File: config.mk
export PLATFORM = sky130hd
export DESIGN_NAME = out_uart_tx
export DESIGN_NICKNAME = d
export VERILOG_FILES = /design/src/rtl/out_uart_tx.sv
export SDC_FILE = /design/constraint.sdc
export NUM_CORES = 1
export LEC_CHECK = 0
export CORE_AREA = 3 3 115 117
export CTS_CLUSTER_SIZE = 10
export DETAILED_ROUTE_END_ITERATION = 7
export DIE_AREA = 0 0 118 120
export PLACE_DENSITY = 0.77
export SYNTH_ARGS = -nofsm -noshare
export SYNTH_HDL_FRONTEND = slang
export SYNTH_SLANG_ARGS = --single-unit
File: constraint.sdc
create_clock -name clk -period 3.1 [get_ports clk]
set_input_delay 0.62 -clock clk [delete_from_list [all_inputs] [get_ports clk]]
set_output_delay 0.62 -clock clk [all_outputs]
set_load 0.02 [all_outputs]
File: src/rtl/out_uart_tx.sv
// out_uart_tx: buffers CPU output words in a FIFO and sends each as two 8N1 UART bytes,
// low byte first, on an idle-high tx line.
module out_uart_tx #(
  parameter int CLKS_PER_BIT = 868,
  parameter int FIFO_DEPTH = 8,
  parameter int FIFO_AW = 3
) (
  input  logic               clk,
  input  logic               rst_n,
  input  logic [15:0]        word_in,
  input  logic               word_valid,
  output logic               tx,
  output logic               busy,
  output logic               overflow,
  output logic [FIFO_AW:0]   fifo_count
);
  typedef enum logic [2:0] {IDLE, START_LO, DATA_LO, STOP_LO, START_HI, DATA_HI, STOP_HI} state_t;
  localparam logic [15:0] BAUD_LAST = 16'(CLKS_PER_BIT - 1);
  localparam logic [FIFO_AW:0] DEPTH = (FIFO_AW + 1)'(FIFO_DEPTH);
  state_t state;
  logic [15:0] mem [FIFO_DEPTH];
  logic [15:0] holding;
  logic [15:0] baud_cnt;
  logic [2:0] bit_idx;
  logic [FIFO_AW-1:0] wr_ptr, rd_ptr;
  logic full, push, pop, baud_done;
  logic [7:0] cur_byte;
  assign full = fifo_count == DEPTH;
  assign push = word_valid && !full;
  assign pop = state == IDLE && fifo_count != '0;
  assign baud_done = baud_cnt == BAUD_LAST;
  assign cur_byte = (state == START_HI || state == DATA_HI) ? holding[15:8] : holding[7:0];
  assign busy = state != IDLE || fifo_count != '0;
  always_ff @(posedge clk)
    if (push) mem[wr_ptr] <= word_in;
  // fullness uses the pre-edge count, so a push at full is dropped even when a pop coincides
  always_ff @(posedge clk or negedge rst_n)
    if (!rst_n) begin
      wr_ptr <= '0;
      rd_ptr <= '0;
      fifo_count <= '0;
      overflow <= 1'b0;
    end else begin
      if (push) wr_ptr <= wr_ptr + FIFO_AW'(1);
      if (pop) rd_ptr <= rd_ptr + FIFO_AW'(1);
      if (word_valid && full) overflow <= 1'b1;
      fifo_count <= (push && !pop) ? fifo_count + (FIFO_AW + 1)'(1) :
                    (pop && !push) ? fifo_count - (FIFO_AW + 1)'(1) : fifo_count;
    end
  // tx is loaded together with the state it belongs to, so it is valid for the whole state
  always_ff @(posedge clk or negedge rst_n)
    if (!rst_n) begin
      state <= IDLE;
      tx <= 1'b1;
      holding <= '0;
      baud_cnt <= '0;
      bit_idx <= '0;
    end else if (state == IDLE) begin
      tx <= !pop;
      baud_cnt <= '0;
      if (pop) begin
        state <= START_LO;
        holding <= mem[rd_ptr];
      end
    end else if (!baud_done) begin
      baud_cnt <= baud_cnt + 16'd1;
    end else begin
      baud_cnt <= '0;
      case (state)
        START_LO, START_HI: begin
          state <= state == START_LO ? DATA_LO : DATA_HI;
          bit_idx <= '0;
          tx <= cur_byte[0];
        end
        DATA_LO, DATA_HI:
          if (bit_idx == 3'd7) begin
            state <= state == DATA_LO ? STOP_LO : STOP_HI;
            tx <= 1'b1;
          end else begin
            bit_idx <= bit_idx + 3'd1;
            tx <= cur_byte[bit_idx + 3'd1];
          end
        STOP_LO: begin
          state <= START_HI;
          tx <= 1'b0;
        end
        default: begin
          state <= IDLE;
          tx <= 1'b1;
        end
      endcase
    end
endmodule

[Word-level counts from Yosys, hierarchy flattened]
Memories as Yosys holds them, arrays and structs flattened. A register that Yosys moved wholly into a read port is not among the register bits.
Index checks and enable logic that the tools add are counted.
Storage, ports and cells
  bits in latches: 0
  output and inout bits: 7
  input bits: 19
  RAM bits: 128
  memory bits (read-only): 0
  flip-flop bits (word level): 34
  word-level logic and storage cells: 72
  memories: 1
Memories
  mem: words 8, width 16, read ports 1, clocked after Yosys merged registers in 1, write ports 1, line 21  | logic [15:0] mem [FIFO_DEPTH];
Cells by class
  shift-type cells: 0
  divide/modulo/power cells: 0
  bitwise operators: 1
  equal/unequal tests: 11
  multipliers: 0
  muxes and demuxes: 22
  $lt $le $gt $ge: 1
  add/subtract/negate cells: 6
  reductions and logical operators: 22
Operators with widths (number)
  $mux 16: 2
  $mux 3: 7
  $add 16x1->16 const B: 1
  $eq 16x10->1 const B: 1
  $add 3x1->3 const B: 3
  $eq 3x3->1 const B: 3
  $pmux 3 s3: 1
  $mux 4: 2
  $mux 8: 1
  $eq 3x2->1 const B: 2
  $mux 1: 6
  $pmux 3 s2: 1
  $reduce_bool 2->1: 3
  $logic_and 1x1->1: 5
  $add 4x1->4 const B: 1
  $eq 4x4->1 const B: 1
  $logic_not 1->1: 4
  $lt 3x4->1 const B: 1
  $ne 2x2->1 const B: 2
  $reduce_and 4->1: 1
  $reduce_bool 4->1: 1
  $reduce_or 2->1: 2
  $sub 4x1->4 const B: 1
  $bmux 1 s3: 1
  other kinds (9): 10

[Logic depth before layout (Yosys ltp)]
Gate-level depths: netlist of the first run.
  depth in word-level cells: 9
  gate-level depth with buffers: 11

[Least setup slack after synthesis of the first run]
No wires, ideal clock.
  path kind: register to register
  start: reg fifo_count[0]
  end: reg fifo_count[3]
  slack: 0.205 ns
  arrival time: 2.762 ns
  library setup time: 0.133 ns
  data required time: 2.967 ns
  stages on the path, launching flop included: 12
  cell sequence: dfrtp_1 > or4_1 > nand2_1 > clkbuf_1 > ha_1 > inv_1 > ha_1 > a21o_1 > a21oi_1 > xnor2_1 > nor2_1 > xor2_1
Between the ends
  word-level cells in the longest chain between the ends: 6
  elaborated cells between the ends (all ways): 14
  those cells by class: add/sub (2); eq/ne (1); mux (2); reduce/logical (9)
RTL lines
  from (decl): line 15  | output logic [FIFO_AW:0] fifo_count
  from (signal assigned): line 47  | fifo_count <= (push && !pop) ? fifo_count + (FIFO_AW + 1)'(1) :
  parallel branches: the longest is 6 deep, another holds $sub 4x1->4
Parallel ways; which one is timed is not known. The select of a mux whose other input is x is not followed.
A chain may end at the register's enable or synchronous reset.

[Worst setup path in the final report of the first run]
  start: reg fifo_count[0]
  end: out busy
Between the ends
  word-level cells in the longest chain between the ends: 2
RTL lines
  $reduce_bool 4->1: line 33  | assign busy = state != IDLE || fifo_count != '0;
  $logic_or 1x1->1: line 33
  to (decl): line 13  | output logic busy,
Every way passes these cells.

==> flow_summary.json, run 1 <==
{
  "run_status": "completed",
  "critPathKind": "flip-flop to primary output",
  "ys_warn_count": 0,
  "synth.most_common_cell": "edfxtp_1",
  "maxCapViolations": 0,
  "dp_hpwl_um": 7902,
  "port_buffers": 25,
  "post_synth.cell_area_avg_um2": 16.76,
  "final_area_um2": 8397,
  "r2r_end": "fifo_count[3]",
  "drt_iter0_drc": 278,
  "fin_crit_sh": 0.9328,
  "ys.flop_type": "edfxtp_1",
  "required_ns": 2.48,
  "h-tree-depth": 4,
  "first_global_vias": 4065,
  "reg2reg_from": "fifo_count[0]",
  "critPathArrivalTime_ns": 2.27,
  "start_kind": "flip-flop",
  "routed_wirelength_um": 13200,
  "instances_no_fill": 660,
  "drc": 0,
  "ctsResizeCount": 0,
  "cts_setup_buffers": 0,
  "clk_path_buf_depth": 2,
  "multi_input_area_um2": 2086,
  "grt_pass1_wl_um": 21690,
  "synth_seq_cells": 178,
  "viasPerCell": 5.791,
  "route.vias.total": 3822,
  "clk_latency_ns": 0.43,
  "min_path_type": "input port to asynchronous set/reset pin",
  "final.min_clock_period_ns": 2.892,
  "placedCellCount": 629,
  "clkTransAtPathRegs_ns": 0.06,
  "diodes": 0,
  "routedWlPerCell_um": 19.99,
  "finalHoldViolations": 0,
  "tns_ns": 0,
  "n_fill_cell": 826,
  "cts-root-buf": "clkbuf_16",
  "reg2regPathDepth": 10,
  "netlist_area_um2": 7291,
  "synth_cells": 435,
  "async_reset_ff_frac": 0.2809,
  "fp-row-count": 41,
  "antenna_found_initial": 0,
  "finalSetupViolCount": 0,
  "power.density_nw_per_um2": 870.6,
  "grtUsageTotal": 0.2071,
  "cp-endpoint": "busy",
  "dpl_cell_area_um2": 7814,
  "nets": 504,
  "p_leak_nw": 3.012,
  "dr.pass1.iters": 4,
  "slew_violations": 0,
  "relSlewSlack": 0.5980,
  "synth_edf_count": 128,
  "synth_top_cell_by_area": "edfxtp_1",
  "ys_seq_area_frac": 0.6990,
  "die_h_um": 120,
  "startpoint": "fifo_count[0]",
  "cts_hold_buf": 0,
  "start_util": 0.5849,
  "area_growth_pct": 15.17,
  "grt-ovfl-total": 0,
  "tightest_slew_ns": 0.6030,
  "final_core_util": 0.6736,
  "cp-end-kind": "primary output",
  "whs_ns": 0.1970,
  "synthTopCellsByCount": "edfxtp_1, dfrtp_1, mux4_2",
  "skew_ns": 0.01013,
  "synth_top_cell_area_share": 0.5272,
  "drive_gt1_frac": 0.1906,
  "worst_ir_drop_vdd_v": 0.0006102,
  "rsz0062_at_grt": "no",
  "cts_tree": "built",
  "register_area_um2": 5097,
  "place_congestion": 0.8160,
  "cts_buffers": 17,
  "fmax_ghz": 0.3458,
  "grt_max_degree": 36,
  "rrSetupSlack_ns": 0.48,
  "syn_nets": 463,
  "ant_nets": 0,
  "yosysUniqueCellTypes": 46,
  "coreArea_um2": 12470,
  "cts_num_sinks": 178,
  "ios": 26,
  "fp.dieW_um": 118,
  "path_max_fanout": 6,
  "synthTopCellsByArea": "edfxtp_1, dfrtp_1, mux4_2",
  "design.die.area_um2": 14160
}
report_power, final:
group / total (W) / switching (W) / leakage, nW / internal (W)
clock: 0.00208 / 0.000888 / 0.270 / 0.00119
combinational: 0.00190 / 0.000949 / 0.952 / 0.000951
sequential: 0.00333 / 0.000279 / 1.79 / 0.00305
total: 0.00731 / 0.00212 / 3.01 / 0.00519
through the flow:
stage                     setup slack (ns)  power [W]
final                               0.2082   0.007310
after global routing               0.08476   0.007682
after CTS                           0.1727   0.007393
after detailed placement            0.3630   0.005287
after global placement              0.4298   0.005172
after floorplan                     0.2048   0.004648
worst min path at each step:
stage	end	slack, ns
after global routing	wr_ptr[0]	0.22
after CTS	holding[0]	0.19
after global placement	holding[14]	0.46
final	rd_ptr[1]	0.20
after floorplan	baud_cnt[0]	0.32
after detailed placement	overflow	0.46
metal layers:
| layer | share of wire | wire length (um) | GRT usage | vias up |
|---|---|---|---|---|
| li1 | - | - | - | 1748 |
| met1 | 0.41 | 5453 | 0.2557 | 1960 |
| met2 | 0.53 | 6931 | 0.3442 | 81 |
| met3 | 0.034 | 448 | 0.05655 | 33 |
| met4 | 0.027 | 362 | 0.09670 | 0 |
| met5 | 0 | 0 | 0 | - |
kinds of logic after synthesis:
| family | share of synthesized area |
|---|---|
| fa+ha+maj | 0.01648 |
| compound gates | 0.03467 |
| simple gates | 0.06659 |
| buf+inv | 0.01630 |
| flops | 0.6990 |
| mux | 0.1406 |
| xor+xnor | 0.02643 |
cells in the final DEF, fill, tap and decap left out, drive strengths merged, types with 9 or more instances in the layout:
cell type / netlist / layout
edfxtp: 128 / 128
dfrtp: 49 / 49
mux4: 36 / 36
nor2: 32 / 32
nand2: 28 / 28
clkdlybuf4s50: 0 / 24
o21ai: 23 / 23
buf: 10 / 19
mux2i: 18 / 18
clkbuf: 11 / 18
nand3: 12 / 12
xor2: 11 / 11
xnor2: 11 / 11
inv: 6 / 9
worst max-delay path, cell delays in order (launching register included):
cell and delay (ns):
dfrtp_1 0.46, or4_1 0.64, nand2b_1 0.19, clkdlybuf4s50_1 0.56
final cells by class:
type / count / area share
Inverter: 6 / 0.002682
Clock inverter: 13 / 0.01833
Multi-Input combinational cell: 230 / 0.2484
Timing Repair Buffer: 43 / 0.04679
Tap cell: 172 / 0.02563
Sequential cell: 178 / 0.6071
Clock buffer: 18 / 0.05111
registers in the layout, summed over array words and instances (netlist names):
name,count
baud_cnt,16
bit_idx,3
fifo_count,4
holding,16
mem,128
overflow,1
rd_ptr,3
state,3
tx,1
wr_ptr,3
No activity file was read; power rests on OpenSTA's default activity.
==> inputs of run 2 (changes only) <==
--- a/config.mk
+++ b/config.mk
@@ -5,6 +5,7 @@
 export SDC_FILE = /design/constraint.sdc
 export NUM_CORES = 1
 export LEC_CHECK = 0
+export CAP_MARGIN = 20
 export CORE_AREA = 3 3 115 117
 export CTS_CLUSTER_SIZE = 10
 export DETAILED_ROUTE_END_ITERATION = 7
==> results of run 2 <==
The final DEF is identical to that of run 1; final timing and power are the same.
